<file path="src/rtl/sequenciador_pkg.sv">
// sequenciador_pkg
// Shared definitions for the operand sequencer: sequencer state encoding,
// default operand/result width and default watchdog limit, plus a small
// helper that tells whether a state is one of the operand-loading states.
package sequenciador_pkg;

    localparam int WIDTH_PADRAO   = 16;
    localparam int TIMEOUT_PADRAO = 64;

    typedef enum logic [2:0] {
        CARGA_X = 3'd0,
        CARGA_A = 3'd1,
        CARGA_B = 3'd2,
        CARGA_C = 3'd3,
        DISPARO = 3'd4,
        ESPERA  = 3'd5,
        ENTREGA = 3'd6
    } estado_t;

    // True in the four states where an operand word may be accepted.
    function automatic logic eh_carga(input estado_t s);
        return (s == CARGA_X) || (s == CARGA_A) || (s == CARGA_B) || (s == CARGA_C);
    endfunction

endpackage

</file>
<file path="src/rtl/sequenciador_entrada_if.sv">
// sequenciador_entrada_if
// Bundles every non-clock signal of the operand sequencer.
//   master : sequencer view (drives dado_pronto, X/A/B/C, inicio, saida*,
//            ocupado, erro_timeout; receives the input stream, datapath
//            status and downstream accept).
//   slave  : environment view (mirror of master).
// Parameter WIDTH: operand/result width.
interface sequenciador_entrada_if
    import sequenciador_pkg::*;
#(
    parameter int WIDTH = WIDTH_PADRAO
);
    logic [WIDTH-1:0] dado_in;
    logic             dado_valido;
    logic             dado_pronto;
    logic [WIDTH-1:0] X;
    logic [WIDTH-1:0] A;
    logic [WIDTH-1:0] B;
    logic [WIDTH-1:0] C;
    logic             inicio;
    logic             pronto;
    logic             overflow;
    logic [WIDTH-1:0] resultado;
    logic [WIDTH-1:0] saida;
    logic             saida_ovf;
    logic             saida_valida;
    logic             saida_aceita;
    logic             ocupado;
    logic             erro_timeout;

    modport master (
        input  dado_in, dado_valido, pronto, overflow, resultado, saida_aceita,
        output dado_pronto, X, A, B, C, inicio, saida, saida_ovf, saida_valida,
               ocupado, erro_timeout
    );

    modport slave (
        output dado_in, dado_valido, pronto, overflow, resultado, saida_aceita,
        input  dado_pronto, X, A, B, C, inicio, saida, saida_ovf, saida_valida,
               ocupado, erro_timeout
    );

endinterface

</file>
<file path="src/rtl/sequenciador_entrada_contador_timeout.sv">
// contador_timeout
// Watchdog counter for the wait state. Counts up while enabled, holds at the
// limit, and returns to zero whenever clear is high.
// Ports: ck (clock), rst (sync active-high reset), clear, enable,
//        expira (count has reached TIMEOUT-1).
// Parameter TIMEOUT: number of counted cycles before expira (>= 2).
module contador_timeout
    import sequenciador_pkg::*;
#(
    parameter int TIMEOUT = TIMEOUT_PADRAO
) (
    input  logic ck,
    input  logic rst,
    input  logic clear,
    input  logic enable,
    output logic expira
);

    localparam int            CW     = $clog2(TIMEOUT);
    localparam logic [CW-1:0] LIMITE = CW'(TIMEOUT - 1);

    logic [CW-1:0] cnt_d;
    logic [CW-1:0] cnt_q;

    // Next count: clear dominates, saturate at the limit.
    always_comb begin
        cnt_d = cnt_q;
        if (clear) begin
            cnt_d = {CW{1'b0}};
        end else if (enable && (cnt_q != LIMITE)) begin
            cnt_d = cnt_q + CW'(1);
        end else begin
            cnt_d = cnt_q;
        end
    end

    // Count register.
    always_ff @(posedge ck) begin
        if (rst) begin
            cnt_q <= {CW{1'b0}};
        end else begin
            cnt_q <= cnt_d;
        end
    end

    assign expira = (cnt_q == LIMITE);

endmodule

</file>
<file path="src/rtl/sequenciador_entrada.sv">
// sequenciador_entrada
// Upstream operand sequencer for the polynomial datapath. Collects X, A, B, C
// from a serial valid/ready word stream, holds them for the datapath, pulses
// inicio, waits for the rising edge of pronto (with a watchdog), and offers the
// captured result downstream on a valid/ready handshake.
// Ports: ck (clock), rst (sync active-high reset), bus (sequenciador_entrada_if
//        master modport: input stream, datapath operands/status, result).
// Parameters: WIDTH (operand width), TIMEOUT (max cycles in ESPERA).
// Optional build macro SATURA_EN: a completion with overflow captures all ones.
module sequenciador_entrada
    import sequenciador_pkg::*;
#(
    parameter int WIDTH   = WIDTH_PADRAO,
    parameter int TIMEOUT = TIMEOUT_PADRAO
) (
    input  logic                   ck,
    input  logic                   rst,
    sequenciador_entrada_if.master bus
);

    estado_t          state_d, state_q;
    logic [WIDTH-1:0] x_d, x_q, a_d, a_q, b_d, b_q, c_d, c_q;
    logic [WIDTH-1:0] saida_d, saida_q;
    logic             saida_ovf_d, saida_ovf_q;
    logic             saida_valida_d, saida_valida_q;
    logic             erro_timeout_d, erro_timeout_q;
    logic             inicio_d, inicio_q;
    logic             ocupado_d, ocupado_q;
    logic             pronto_q;
    logic             dado_pronto_s;
    logic             transfere_s;
    logic             borda_pronto_s;
    logic             cnt_clear_s, cnt_enable_s, expira_s;

    assign dado_pronto_s  = eh_carga(state_q);
    assign transfere_s    = bus.dado_valido && dado_pronto_s;
    // Only a fresh rising edge counts, so a level left high by a previous run is ignored.
    assign borda_pronto_s = bus.pronto && !pronto_q;

    contador_timeout #(
        .TIMEOUT (TIMEOUT)
    ) u_watchdog (
        .ck     (ck),
        .rst    (rst),
        .clear  (cnt_clear_s),
        .enable (cnt_enable_s),
        .expira (expira_s)
    );

    // Next-state, operand capture, result capture and watchdog control.
    always_comb begin
        state_d        = state_q;
        x_d            = x_q;
        a_d            = a_q;
        b_d            = b_q;
        c_d            = c_q;
        saida_d        = saida_q;
        saida_ovf_d    = saida_ovf_q;
        saida_valida_d = saida_valida_q;
        erro_timeout_d = erro_timeout_q;
        cnt_clear_s    = 1'b1;
        cnt_enable_s   = 1'b0;
        case (state_q)
            CARGA_X: begin
                if (transfere_s) begin
                    x_d     = bus.dado_in;
                    state_d = CARGA_A;
                end else begin
                    state_d = CARGA_X;
                end
            end
            CARGA_A: begin
                if (transfere_s) begin
                    a_d     = bus.dado_in;
                    state_d = CARGA_B;
                end else begin
                    state_d = CARGA_A;
                end
            end
            CARGA_B: begin
                if (transfere_s) begin
                    b_d     = bus.dado_in;
                    state_d = CARGA_C;
                end else begin
                    state_d = CARGA_B;
                end
            end
            CARGA_C: begin
                if (transfere_s) begin
                    c_d     = bus.dado_in;
                    state_d = DISPARO;
                end else begin
                    state_d = CARGA_C;
                end
            end
            DISPARO: begin
                state_d = ESPERA;
            end
            ESPERA: begin
                cnt_clear_s  = 1'b0;
                cnt_enable_s = 1'b1;
                // Completion is tested first so it wins over a simultaneous timeout.
                if (borda_pronto_s) begin
`ifdef SATURA_EN
                    saida_d = bus.overflow ? {WIDTH{1'b1}} : bus.resultado;
`else
                    saida_d = bus.resultado;
`endif
                    saida_ovf_d    = bus.overflow;
                    saida_valida_d = 1'b1;
                    state_d        = ENTREGA;
                end else if (expira_s) begin
                    saida_d        = {WIDTH{1'b0}};
                    saida_ovf_d    = 1'b1;
                    erro_timeout_d = 1'b1;
                    saida_valida_d = 1'b1;
                    state_d        = ENTREGA;
                end else begin
                    state_d = ESPERA;
                end
            end
            ENTREGA: begin
                if (saida_valida_q && bus.saida_aceita) begin
                    saida_valida_d = 1'b0;
                    state_d        = CARGA_X;
                end else begin
                    state_d = ENTREGA;
                end
            end
            default: begin
                state_d = CARGA_X;
            end
        endcase
        // Registered from the next state so both are aligned with state_q.
        inicio_d  = (state_d == DISPARO);
        ocupado_d = (state_d != CARGA_X);
    end

    // State, operand, result and flag registers.
    always_ff @(posedge ck) begin
        if (rst) begin
            state_q        <= CARGA_X;
            x_q            <= {WIDTH{1'b0}};
            a_q            <= {WIDTH{1'b0}};
            b_q            <= {WIDTH{1'b0}};
            c_q            <= {WIDTH{1'b0}};
            saida_q        <= {WIDTH{1'b0}};
            saida_ovf_q    <= 1'b0;
            saida_valida_q <= 1'b0;
            erro_timeout_q <= 1'b0;
            inicio_q       <= 1'b0;
            ocupado_q      <= 1'b0;
            pronto_q       <= 1'b0;
        end else begin
            state_q        <= state_d;
            x_q            <= x_d;
            a_q            <= a_d;
            b_q            <= b_d;
            c_q            <= c_d;
            saida_q        <= saida_d;
            saida_ovf_q    <= saida_ovf_d;
            saida_valida_q <= saida_valida_d;
            erro_timeout_q <= erro_timeout_d;
            inicio_q       <= inicio_d;
            ocupado_q      <= ocupado_d;
            pronto_q       <= bus.pronto;
        end
    end

    assign bus.dado_pronto  = dado_pronto_s;
    assign bus.X            = x_q;
    assign bus.A            = a_q;
    assign bus.B            = b_q;
    assign bus.C            = c_q;
    assign bus.inicio       = inicio_q;
    assign bus.saida        = saida_q;
    assign bus.saida_ovf    = saida_ovf_q;
    assign bus.saida_valida = saida_valida_q;
    assign bus.ocupado      = ocupado_q;
    assign bus.erro_timeout = erro_timeout_q;

endmodule

</file>
<file path="src/flat_wrapper.sv">
// flat-port wrapper written by rule: the top's interface ports become plain ports
module sequenciador_entrada_flat import sequenciador_pkg::*;
#(
    parameter int WIDTH   = WIDTH_PADRAO,
    parameter int TIMEOUT = TIMEOUT_PADRAO
)
  (ck, rst, bus_dado_in, bus_dado_valido, bus_pronto, bus_overflow, bus_resultado, bus_saida_aceita, bus_dado_pronto, bus_X, bus_A, bus_B, bus_C, bus_inicio, bus_saida, bus_saida_ovf, bus_saida_valida, bus_ocupado, bus_erro_timeout);
  sequenciador_entrada_if #(.WIDTH(WIDTH)) bus_i ();
  input  logic ck;
  input  logic rst;
  input wire logic [$bits(bus_i.dado_in)-1:0] bus_dado_in;
  input wire logic [$bits(bus_i.dado_valido)-1:0] bus_dado_valido;
  input wire logic [$bits(bus_i.pronto)-1:0] bus_pronto;
  input wire logic [$bits(bus_i.overflow)-1:0] bus_overflow;
  input wire logic [$bits(bus_i.resultado)-1:0] bus_resultado;
  input wire logic [$bits(bus_i.saida_aceita)-1:0] bus_saida_aceita;
  output wire logic [$bits(bus_i.dado_pronto)-1:0] bus_dado_pronto;
  output wire logic [$bits(bus_i.X)-1:0] bus_X;
  output wire logic [$bits(bus_i.A)-1:0] bus_A;
  output wire logic [$bits(bus_i.B)-1:0] bus_B;
  output wire logic [$bits(bus_i.C)-1:0] bus_C;
  output wire logic [$bits(bus_i.inicio)-1:0] bus_inicio;
  output wire logic [$bits(bus_i.saida)-1:0] bus_saida;
  output wire logic [$bits(bus_i.saida_ovf)-1:0] bus_saida_ovf;
  output wire logic [$bits(bus_i.saida_valida)-1:0] bus_saida_valida;
  output wire logic [$bits(bus_i.ocupado)-1:0] bus_ocupado;
  output wire logic [$bits(bus_i.erro_timeout)-1:0] bus_erro_timeout;
  assign bus_i.dado_in = bus_dado_in;
  assign bus_i.dado_valido = bus_dado_valido;
  assign bus_i.pronto = bus_pronto;
  assign bus_i.overflow = bus_overflow;
  assign bus_i.resultado = bus_resultado;
  assign bus_i.saida_aceita = bus_saida_aceita;
  assign bus_dado_pronto = bus_i.dado_pronto;
  assign bus_X = bus_i.X;
  assign bus_A = bus_i.A;
  assign bus_B = bus_i.B;
  assign bus_C = bus_i.C;
  assign bus_inicio = bus_i.inicio;
  assign bus_saida = bus_i.saida;
  assign bus_saida_ovf = bus_i.saida_ovf;
  assign bus_saida_valida = bus_i.saida_valida;
  assign bus_ocupado = bus_i.ocupado;
  assign bus_erro_timeout = bus_i.erro_timeout;
  sequenciador_entrada #(.WIDTH(WIDTH), .TIMEOUT(TIMEOUT)) u_core (.ck(ck), .rst(rst), .bus(bus_i));
endmodule
</file>
<file path="config.mk">
export PLATFORM = sky130hd
export DESIGN_NAME = sequenciador_entrada_flat
export DESIGN_NICKNAME = d
export VERILOG_FILES = /design/src/rtl/sequenciador_pkg.sv /design/src/rtl/sequenciador_entrada_if.sv /design/src/rtl/sequenciador_entrada_contador_timeout.sv /design/src/rtl/sequenciador_entrada.sv /design/src/flat_wrapper.sv
export SDC_FILE = /design/constraint.sdc
export NUM_CORES = 1
export LEC_CHECK = 0
export CAP_MARGIN = 20
export CORE_MARGIN = 4
export CORE_UTILIZATION = 46
export DETAILED_ROUTE_END_ITERATION = 10
export PLACE_DENSITY_LB_ADDON = 0.3
export SLEW_MARGIN = 20
export SYNTH_ARGS = -nofsm -noshare
export SYNTH_HDL_FRONTEND = slang
export SYNTH_SLANG_ARGS = --single-unit
</file>
<file path="constraint.sdc">
create_clock -name ck -period 2.4 [get_ports ck]
set_clock_uncertainty 0.1 [all_clocks]
set_input_delay 0.48 -clock ck [delete_from_list [all_inputs] [get_ports ck]]
set_output_delay 0.48 -clock ck [all_outputs]
set_load 0.1 [all_outputs]
</file>
==> results of run 1 <==
-- metal layers --
layer	routed length [um]	part of all wire [%]	GRT usage (%)
met5	0	0	0
met4	144	1.4	6.93
met3	671	6.7	4.32
met1	4330	43	26.7
met2	4910	49	33.8
-- kinds of logic after synthesis --
| kind of cell | Yosys count |
|---|---|
| compound gates | 105 |
| fa+ha+maj | 1 |
| buf+inv | 59 |
| flops | 95 |
| xor+xnor | 1 |
| simple gates | 183 |
-- worst min path at each step --
stage                                    start                          to  slack, ns
global route                   u_core.bus.X[1]             u_core.bus.X[1]       0.38
floorplan           u_core.u_watchdog.cnt_q[1]  u_core.u_watchdog.cnt_q[1]       0.37
finish                         u_core.bus.B[2]             u_core.bus.B[2]       0.36
global placement              u_core.bus.X[11]            u_core.bus.X[11]       0.34
CTS                            u_core.bus.B[2]             u_core.bus.B[2]       0.36
detailed placement             u_core.bus.B[2]             u_core.bus.B[2]       0.35
-- power groups by stage --
stage / sequential [W] / clock, W / combinational, W
6_report: 0.00169 / 0.00101 / 0.000884
3_3_place_gp: 0.00172 / 0 / 0.000877
2_1_floorplan: 0.00214 / 0 / 0.000224
4_1_cts: 0.00169 / 0.00103 / 0.000886
3_5_place_dp: 0.00173 / 0 / 0.000885
5_1_grt: 0.00170 / 0.00110 / 0.000931
-- sequential cells by signal (all words and copies together), names as in the netlist --
register	flops
u_core.bus.A	16
u_core.bus.B	16
u_core.bus.C	16
u_core.bus.X	16
u_core.bus.erro_timeout	1
u_core.bus.inicio	1
u_core.bus.ocupado	1
u_core.bus.saida	16
u_core.bus.saida_ovf	1
u_core.bus.saida_valida	1
u_core.pronto_q	1
u_core.state_q	3
u_core.u_watchdog.cnt_q	6
-- worst reg2reg max path: cells and delay by family (launching register included) --
| family | cells | cell delay [ns] |
|---|---|---|
| flip-flops | 1 | 0.55 |
| AO/OA/AOI/OAI | 1 | 0.16 |
| AND/OR/NAND/NOR | 2 | 0.90 |
-- metrics by stage --
stage                     area, um^2  power [W]
final                           5090    0.00358
after floorplan                 3810    0.00236
after detailed placement        4900    0.00261
after CTS                       5090    0.00361
after global placement          4900    0.00260
after global routing            5090    0.00373
-- cell usage in the layout, fill, tap and decap left out, drive strengths merged, types with 2 or more instances in the layout --
master,n
nand4b,17
clkinv,3
nor4bb,2
nor2b,4
nor4,2
nor3,5
o21ai,5
nand4bb,3
buf,102
a21oi,68
clkbuf,9
a31oi,7
dfxtp,95
and4b,2
o21bai,2
nor2,2
inv,24
o41ai,16
nand3,4
nand2,132
clkdlybuf4s50,36
-- final cells by class --
type                       instances  share of cell area (%)
clock buffer                       9                    2.43
inverter                          20                    1.47
multi-input combinational        290                    32.6
sequential                        95                    37.4
tap                              102                    2.51
clock inverter                     7                    1.23
timing repair buffer             138                    22.4
==> impl_metrics.json, run 1 <==
{
  "synth-compound-area-share_pct": 18.4,
  "synth_adder_area_share_pct": 0.329,
  "syn_avg_cell_area_um2": 8.58,
  "ys.flop_type": "dfxtp_1",
  "grt_pass1_wl_mm": 16.3,
  "drive_gt1_share_pct": 24.2,
  "cts_resized": 0,
  "yosys-top-cells-count": "nand2_1, dfxtp_1, a21oi_1, inv_1",
  "fin_cells": 661,
  "rows": 32,
  "port_buffers": 123,
  "period_needed_ns": 1.93,
  "ys_seq_area_share_pct": 49.9,
  "first_iter_violations": 126,
  "nets": 593,
  "holdWs_ns": 0.359,
  "grt_usage_pct": 20.5,
  "cp_slowest_stage_delay_ns": 0.45,
  "path_delay_family": "buffers and inverters",
  "hpwl_mm": 7.17,
  "maxSlewViolCount": 0,
  "yosys.area_share.simple_pct": 23.9,
  "place_congestion": 0.779,
  "arrival_ns": 1.35,
  "dieArea_mm2": 0.00980,
  "yosysTopAreaCell": "dfxtp_1",
  "finalSetupViolCount": 0,
  "p_clk_share_pct": 28.2,
  "tns_ns": 0,
  "status": "completed",
  "cts_hold_buffers": 0,
  "critPathLaunch": "u_core.state_q[2]",
  "wl_per_cell_um": 15.2,
  "switching_share_pct": 36.5,
  "synth_mux_area_share_pct": 0,
  "worstMarginPinSlew_ns": 0.830,
  "synth_cells": 444,
  "peakVddDrop_mv": 0.308,
  "sequentialPowerShare_pct": 47.2,
  "synth_top_family_by_area": "simple AND/OR/NAND/NOR gates",
  "nFillCells": 688,
  "netlist_area_mm2": 0.00381,
  "clkTransAtPathRegs_ns": 0.10,
  "worstRegToRegCells": 3,
  "synth-xor-area-share_pct": 0.230,
  "io_pins": 124,
  "post_cts_buffers": 0,
  "ant_nets": 0,
  "clk_latency_ns": 0.36,
  "grt_pass1_vias": 3202,
  "synthTopCellsByArea": "dfxtp_1, nand2_1, a21oi_1",
  "grt_overflow": 0,
  "placed_cells": 645,
  "path_max_fanout": 15,
  "final_util_pct": 64.5,
  "via_count": 3439,
  "path_depth": 3,
  "relSlewSlack_pct": 44.7,
  "clockRootBuffer": "clkbuf_8",
  "ys_types": 45,
  "die_w_um": 99.0,
  "syn-num-nets": 483,
  "p_per_area_mw_per_mm2": 704,
  "wirelength_mm": 10.1,
  "synth_edf_count": 0,
  "worstPathCellList": "buf_4 -> inv_1 -> buf_4",
  "clockBufferDepth": 2,
  "rsz0062_at_grt": "false",
  "r2r_end": "u_core.bus.saida[10]",
  "worstSetupEndpoint": "bus_dado_pronto",
  "crit_type": "register to primary output",
  "yosysTopAreaCellShare_pct": 49.9,
  "holdPathStages": 2,
  "dr.pass1.iters": 7,
  "finalCritPeriodShare_pct": 80.5,
  "p_leak_nw": 2.02,
  "via_per_inst": 5.20,
  "finalHoldViolations": 0,
  "combPwrFrac_pct": 24.7,
  "cp_slowest_cell": "dfxtp_1",
  "die_h_um": 99.0,
  "worst_setup_path_end_kind": "primary output",
  "startpoint_type": "register",
  "p_sw_w": 0.00131,
  "dp_slack_ns": 0.143,
  "yosysMostFrequentCell": "nand2_1",
  "multi_input_area_mm2": 0.00166,
  "async_flop_share_pct": 0,
  "antenna_found_initial": 0,
  "yosysWarnings": 0,
  "crit_buf_inv": 3,
  "reg2reg_from": "u_core.state_q[0]",
  "area_delta_synth_final_pct": 33.7,
  "p_int_w": 0.00227,
  "hold_path.class": "register to register",
  "critical_path.most_common_cell": "buf_4",
  "cts_tree": "done",
  "initial_utilization_pct": 48.3,
  "max_freq_ghz": 0.518,
  "setup_ws_ns": 0.468,
  "cts.sinks": 95,
  "core_area_mm2": 0.00789,
  "drcViolationCount": 0,
  "regArea_mm2": 0.00190,
  "worstPathRequired_ns": 1.82,
  "antennaDiodeCount": 0,
  "reg2reg_slack_ns": 0.57,
  "drv_cap": 0,
  "numCtsBuffers": 9,
  "htree_levels": 3,
  "grt_max_degree": 61,
  "synth_seq_cells": 95
}
Note: power is estimated with default switching activity, not from simulation.
==> run 2, diff against run 1 <==
==> constraint.sdc (replaced) <==
create_clock -name ck -period 1.9 [get_ports ck]
set_clock_uncertainty 0.1 [all_clocks]
set_input_delay 0.38 -clock ck [delete_from_list [all_inputs] [get_ports ck]]
set_output_delay 0.38 -clock ck [all_outputs]
set_load 0.1 [all_outputs]
==> run 2 against run 1 <==
Clock power up 58%. Global-route usage grew 2.4 points. First-iteration DRC count rose by 28%. Wire length increased by 12%. Sequential power grew 29%. Critical path type is now register to register. Critical endpoint is now u_core.bus.A[0].
==> impl_metrics.json, run 2 (synthesis results as in run 1) <==
{
  "ant_nets": 0,
  "die_h_um": 99.0,
  "nets": 603,
  "status": "completed",
  "dieArea_mm2": 0.00980,
  "clockBufferDepth": 2,
  "worstSetupEndpoint": "u_core.bus.A[0]",
  "worstPathCellList": "nor4bb_4 -> buf_4 -> nand2_1 -> a21oi_1",
  "switching_share_pct": 32.4,
  "rows": 32,
  "cts.sinks": 95,
  "final_util_pct": 80.8,
  "r2r_end": "u_core.bus.A[0]",
  "combPwrFrac_pct": 26.4,
  "p_sw_w": 0.00166,
  "path_depth": 4,
  "initial_utilization_pct": 48.3,
  "cts_tree": "done",
  "antenna_found_initial": 0,
  "final_cell_mix": "nand2_1, dfxtp_1, buf_12",
  "via_per_inst": 5.47,
  "via_count": 3668,
  "cp_slowest_stage_delay_ns": 0.64,
  "finalHoldViolations": 0,
  "clockRootBuffer": "clkbuf_8",
  "p_leak_nw": 2.36,
  "worstRegToRegCells": 4,
  "worstMarginPinSlew_ns": 0.504,
  "rsz0062_at_grt": "false",
  "clkTransAtPathRegs_ns": 0.09,
  "area_delta_synth_final_pct": 67.4,
  "reg2reg_slack_ns": 0.12,
  "crit_type": "register to register",
  "worstPathRequired_ns": 2.08,
  "p_clk_share_pct": 31.1,
  "layout_commonest_cell": "nand2_1",
  "relSlewSlack_pct": 66.4,
  "drv_cap": 0,
  "finalCritPeriodShare_pct": 93.7,
  "worst_setup_path_end_kind": "register",
  "grt_usage_pct": 22.9,
  "htree_levels": 3,
  "cp_slowest_cell": "dfxtp_1",
  "port_buffers": 123,
  "p_int_w": 0.00347,
  "antennaDiodeCount": 0,
  "total_power_w": 0.00514,
  "peakVddDrop_mv": 0.586,
  "drcViolationCount": 0,
  "p_per_area_mw_per_mm2": 806,
  "cts_hold_buffers": 0,
  "tns_ns": 0,
  "arrival_ns": 1.96,
  "hold_path.class": "input port to register",
  "crit_buf_inv": 1,
  "place_congestion": 0.768,
  "dr.pass1.iters": 5,
  "wirelength_mm": 11.2,
  "reg2reg_from": "u_core.state_q[0]",
  "grt_overflow": 0,
  "critPathLaunch": "u_core.state_q[0]",
  "max_freq_ghz": 0.562,
  "numCtsBuffers": 9,
  "io_pins": 124,
  "path_max_fanout": 14,
  "grt_pass1_vias": 3633,
  "grt_pass1_wl_mm": 17.9,
  "period_needed_ns": 1.78,
  "grt_max_degree": 105,
  "drive_gt1_share_pct": 25.5,
  "core_area_mm2": 0.00789,
  "die_w_um": 99.0,
  "wl_per_cell_um": 16.7,
  "startpoint_type": "register",
  "first_iter_violations": 161,
  "maxSlewViolCount": 0,
  "clk_latency_ns": 0.35,
  "hpwl_mm": 8.14,
  "finalSetupViolCount": 0,
  "path_delay_family": "flip-flops",
  "sequentialPowerShare_pct": 42.4
}
==> run 2: worst register-to-register path, stage by stage (launching register included) <==
cell and delay [ns]:
dfxtp_1 0.64, nor4bb_4 0.57, buf_4 0.21, nand2_1 0.06, a21oi_1 0.14
==> run 2: worst min-delay path by stage <==
stage                               start                          to  cells past startpoint
3_3_place_gp             u_core.bus.X[11]            u_core.bus.X[11]                      2
2_1_floorplan  u_core.u_watchdog.cnt_q[1]  u_core.u_watchdog.cnt_q[1]                      2
3_5_place_dp             u_core.bus.A[14]            u_core.bus.A[14]                      2
4_1_cts                               rst  u_core.u_watchdog.cnt_q[1]                      3
5_1_grt                               rst  u_core.u_watchdog.cnt_q[1]                      3
6_report                              rst  u_core.u_watchdog.cnt_q[1]                      3
==> run 2: final cells by class <==
class	count	area, um^2
clock buffers	10	128
well taps	102	128
clock inverters	6	115
multi-input cells	290	1660
flip-flops and latches	95	1900
repair buffers	148	2360
fillers	443	1510
inverters	20	75.1
==> run 2: power groups by stage <==
stage               Clock (W)  Combinational, W  Sequential, W
global placement            0           0.00133        0.00222
floorplan                   0          0.000283        0.00270
CTS                   0.00163           0.00136        0.00218
detailed placement          0           0.00136        0.00222
global route          0.00170           0.00141        0.00219
finish                0.00160           0.00136        0.00218
==> run 2: through the flow <==
step | worst slack (ns) | cell area (um^2) | instances | hold slack, ns
floorplan | 0.214 | 3810 | 444 | 0.370
global placement | 0.0121 | 6130 | 655 | 0.378
detailed placement | -0.0821 | 6130 | 655 | 0.385
CTS | 0.0448 | 6370 | 671 | 0.367
global route | 0.0188 | 6370 | 671 | 0.405
finish | 0.120 | 6370 | 671 | 0.375
==> run 2: what timing repair did <==
action                                  CTS  global route
buffers inserted                          0             0
resized for setup                         0             1
endpoints found under the setup margin    0             1
endpoints found under the hold margin     0             0
==> run 2: layer usage <==
layer	vias to the layer above	track usage, %	routed length [um]
met2	135	39.0	5740
met5	-	0	0
met1	1744	26.7	4420
met4	0	12.4	409
met3	33	4.88	645
li1	1756	-	-
==> run 3, diff against run 2 <==
--- a/config.mk
+++ b/config.mk
@@ -7,10 +7,11 @@
 export LEC_CHECK = 0
 export CAP_MARGIN = 20
 export CORE_MARGIN = 4
-export CORE_UTILIZATION = 46
+export CORE_UTILIZATION = 44
 export DETAILED_ROUTE_END_ITERATION = 10
 export PLACE_DENSITY_LB_ADDON = 0.3
 export SLEW_MARGIN = 20
 export SYNTH_ARGS = -nofsm -noshare
 export SYNTH_HDL_FRONTEND = slang
+export SYNTH_HIERARCHICAL = 1
 export SYNTH_SLANG_ARGS = --single-unit
==> run 3 against run 2 <==
Area after synthesis fell by 8.6%. Sequential cell count unchanged. First-iteration DRC count down 6.2%. Cell area down 6.6%. Cell count fell by 5.2%. Sequential share of layout area up 2.1 points. Via count down 10%. Global-route usage down 0.36 points. Fmax grew 2.4%. Utilization shrank 3.8 points. Critical path type unchanged. Largest cell class unchanged. Largest power group unchanged.
==> impl_metrics.json, run 3 <==
{
  "status": "completed",
  "wl_per_cell_um": 16.9,
  "yosys-top-cells-count": "nand2_1, dfxtp_1, a21oi_1, clkbuf_1, a32o_1",
  "worst_setup_path_end_kind": "register",
  "via_per_inst": 5.17,
  "regArea_mm2": 0.00190,
  "sequentialPowerShare_pct": 49.8,
  "ys_seq_area_share_pct": 54.6,
  "hpwl_mm": 7.84,
  "peakVddDrop_mv": 0.441,
  "cts_tree": "done",
  "synth_cells": 401,
  "die_h_um": 97.0,
  "clk_latency_ns": 0.36,
  "ant_nets": 0,
  "die_w_um": 97.0,
  "wirelength_mm": 10.7,
  "grt_overflow": 0,
  "cts.sinks": 95,
  "first_iter_violations": 151,
  "nFillCells": 521,
  "synth_seq_cells": 95,
  "area_delta_synth_final_pct": 71.0,
  "via_count": 3285,
  "arrival_ns": 1.89,
  "drive_gt1_share_pct": 25.7,
  "synth_edf_count": 0,
  "htree_levels": 3,
  "placed_cells": 620,
  "p_int_w": 0.00290,
  "yosysTopAreaCell": "dfxtp_1",
  "finalHoldViolations": 0,
  "p_sw_w": 0.00133,
  "grt_pass1_vias": 3373,
  "grt_pass1_wl_mm": 17.0,
  "clkTransAtPathRegs_ns": 0.09,
  "maxSlewViolCount": 0,
  "rows": 32,
  "period_needed_ns": 1.74,
  "clockBufferDepth": 2,
  "async_flop_share_pct": 0,
  "netlist_area_mm2": 0.00348,
  "final_cell_mix": "nand2_1, dfxtp_1, buf_12",
  "yosysWarnings": 6,
  "grt_usage_pct": 22.5,
  "fin_cells": 636,
  "dr.pass1.iters": 4,
  "yosysMostFrequentCell": "nand2_1",
  "dieArea_mm2": 0.00940,
  "switching_share_pct": 31.4,
  "p_leak_nw": 2.19,
  "io_pins": 124,
  "synthTopCellsByArea": "dfxtp_1, nand2_1, a21oi_1",
  "layout_commonest_cell": "nand2_1",
  "port_buffers": 123,
  "drv_cap": 0,
  "antennaDiodeCount": 0,
  "max_freq_ghz": 0.575,
  "relSlewSlack_pct": 60.7,
  "hold_path.class": "input port to register",
  "dp_slack_ns": -0.0883,
  "syn-num-nets": 440,
  "path_max_fanout": 18,
  "finalCritPeriodShare_pct": 91.5,
  "setup_ws_ns": 0.162,
  "ys_types": 43,
  "rsz0062_at_grt": "false",
  "nets": 568,
  "drcViolationCount": 0,
  "finalSetupViolCount": 0,
  "numCtsBuffers": 9,
  "yosysTopAreaCellShare_pct": 54.6,
  "initial_utilization_pct": 45.1,
  "worstMarginPinSlew_ns": 0.590,
  "syn_avg_cell_area_um2": 8.68,
  "worstPathRequired_ns": 2.05,
  "multi_input_area_mm2": 0.00140,
  "core_area_mm2": 0.00773,
  "p_clk_share_pct": 28.5,
  "antenna_found_initial": 0,
  "clockRootBuffer": "clkbuf_8",
  "combPwrFrac_pct": 21.6,
  "grt_max_degree": 71,
  "post_cts_buffers": 0,
  "ys.flop_type": "dfxtp_1",
  "crit_type": "register to register",
  "p_per_area_mw_per_mm2": 709,
  "cts_hold_buffers": 0,
  "startpoint_type": "register",
  "place_congestion": 0.851
}
-- run 3: cell count changes after synthesis, moves of 3 or more --
cell / before / now
nor3_1: 4 / 0
nand3_1: 4 / 1
buf_2: 15 / 10
inv_1: 20 / 8
nor2b_1: 4 / 1
nand4b_1: 16 / 2
o41ai_1: 6 / 1
a32o_1: 0 / 16
a31oi_1: 7 / 3
o41ai_2: 10 / 0
clkbuf_1: 16 / 19
-- run 3: final cells by class --
class	instances	share of cell area, %
clock buffers	11	2.37
well taps	102	2.14
clock inverters	5	0.567
repair buffers	149	38.8
multi-input cells	264	23.6
inverters	10	0.631
flip-flops and latches	95	31.9
-- run 3: repair_timing --
action | CTS | global route
pin swaps | 0 | 0
gates resized for setup | 1 | 1
setup endpoints to repair | 18 | 2
-- run 3: metal layers --
metal,up-vias,track usage (%),share of wire (%)
met4,0,8.86,1.3
met2,90,40.9,54
met3,10,6.13,6.5
met1,1558,24.7,38
li1,1627,-,-
met5,-,0,0
-- run 3: kinds of logic after synthesis --
logic type,synth area share [%]
flops,54.6
buf+inv,5.43
compound gates,18.5
mux,0.575
simple gates,20.6
fa+ha+maj,0.359
-- run 3: power groups by stage --
stage | Combinational [W] | Sequential (W) | Clock, W
5_1_grt | 0.000949 | 0.00211 | 0.00129
6_report | 0.000914 | 0.00210 | 0.00121
2_1_floorplan | 0.000160 | 0.00249 | 0
3_5_place_dp | 0.000911 | 0.00215 | 0
3_3_place_gp | 0.000898 | 0.00215 | 0
4_1_cts | 0.000915 | 0.00210 | 0.00122
-- run 3: stage by stage --
step | total power, W | setup TNS [ns] | hold WS (ns) | cell area (um^2) | utilization [%]
CTS | 0.00424 | 0 | 0.211 | 5950 | 77.0
finish | 0.00422 | 0 | 0.235 | 5950 | 77.0
global route | 0.00435 | 0 | 0.232 | 5950 | 77.0
floorplan | 0.00265 | 0 | 0.348 | 3480 | -
global placement | 0.00304 | -0.00734 | 0.367 | 5770 | 74.7
detailed placement | 0.00306 | -1.45 | 0.374 | 5770 | 74.7
-- run 3: path summary, 6_finish.rpt --
path                                   start                   to  slack, ns  cells past startpoint
hold / removal                           rst    u_core/state_q[2]       0.24                      2
setup / recovery  u_core/u_watchdog/cnt_q[0]  u_core/bus.saida[5]       0.16                      6
hold reg to reg              u_core/bus.B[5]      u_core/bus.B[5]       0.39                      2
setup reg to reg  u_core/u_watchdog/cnt_q[0]  u_core/bus.saida[5]       0.16                      6
-- run 3: critical path, stage by stage (launching register included) --
cell,delay (ns)
dfxtp_1,0.35
ha_1,0.17
and3_2,0.18
and3_2,0.18
inv_1,0.06
a21bo_4,0.29
a32o_1,0.30
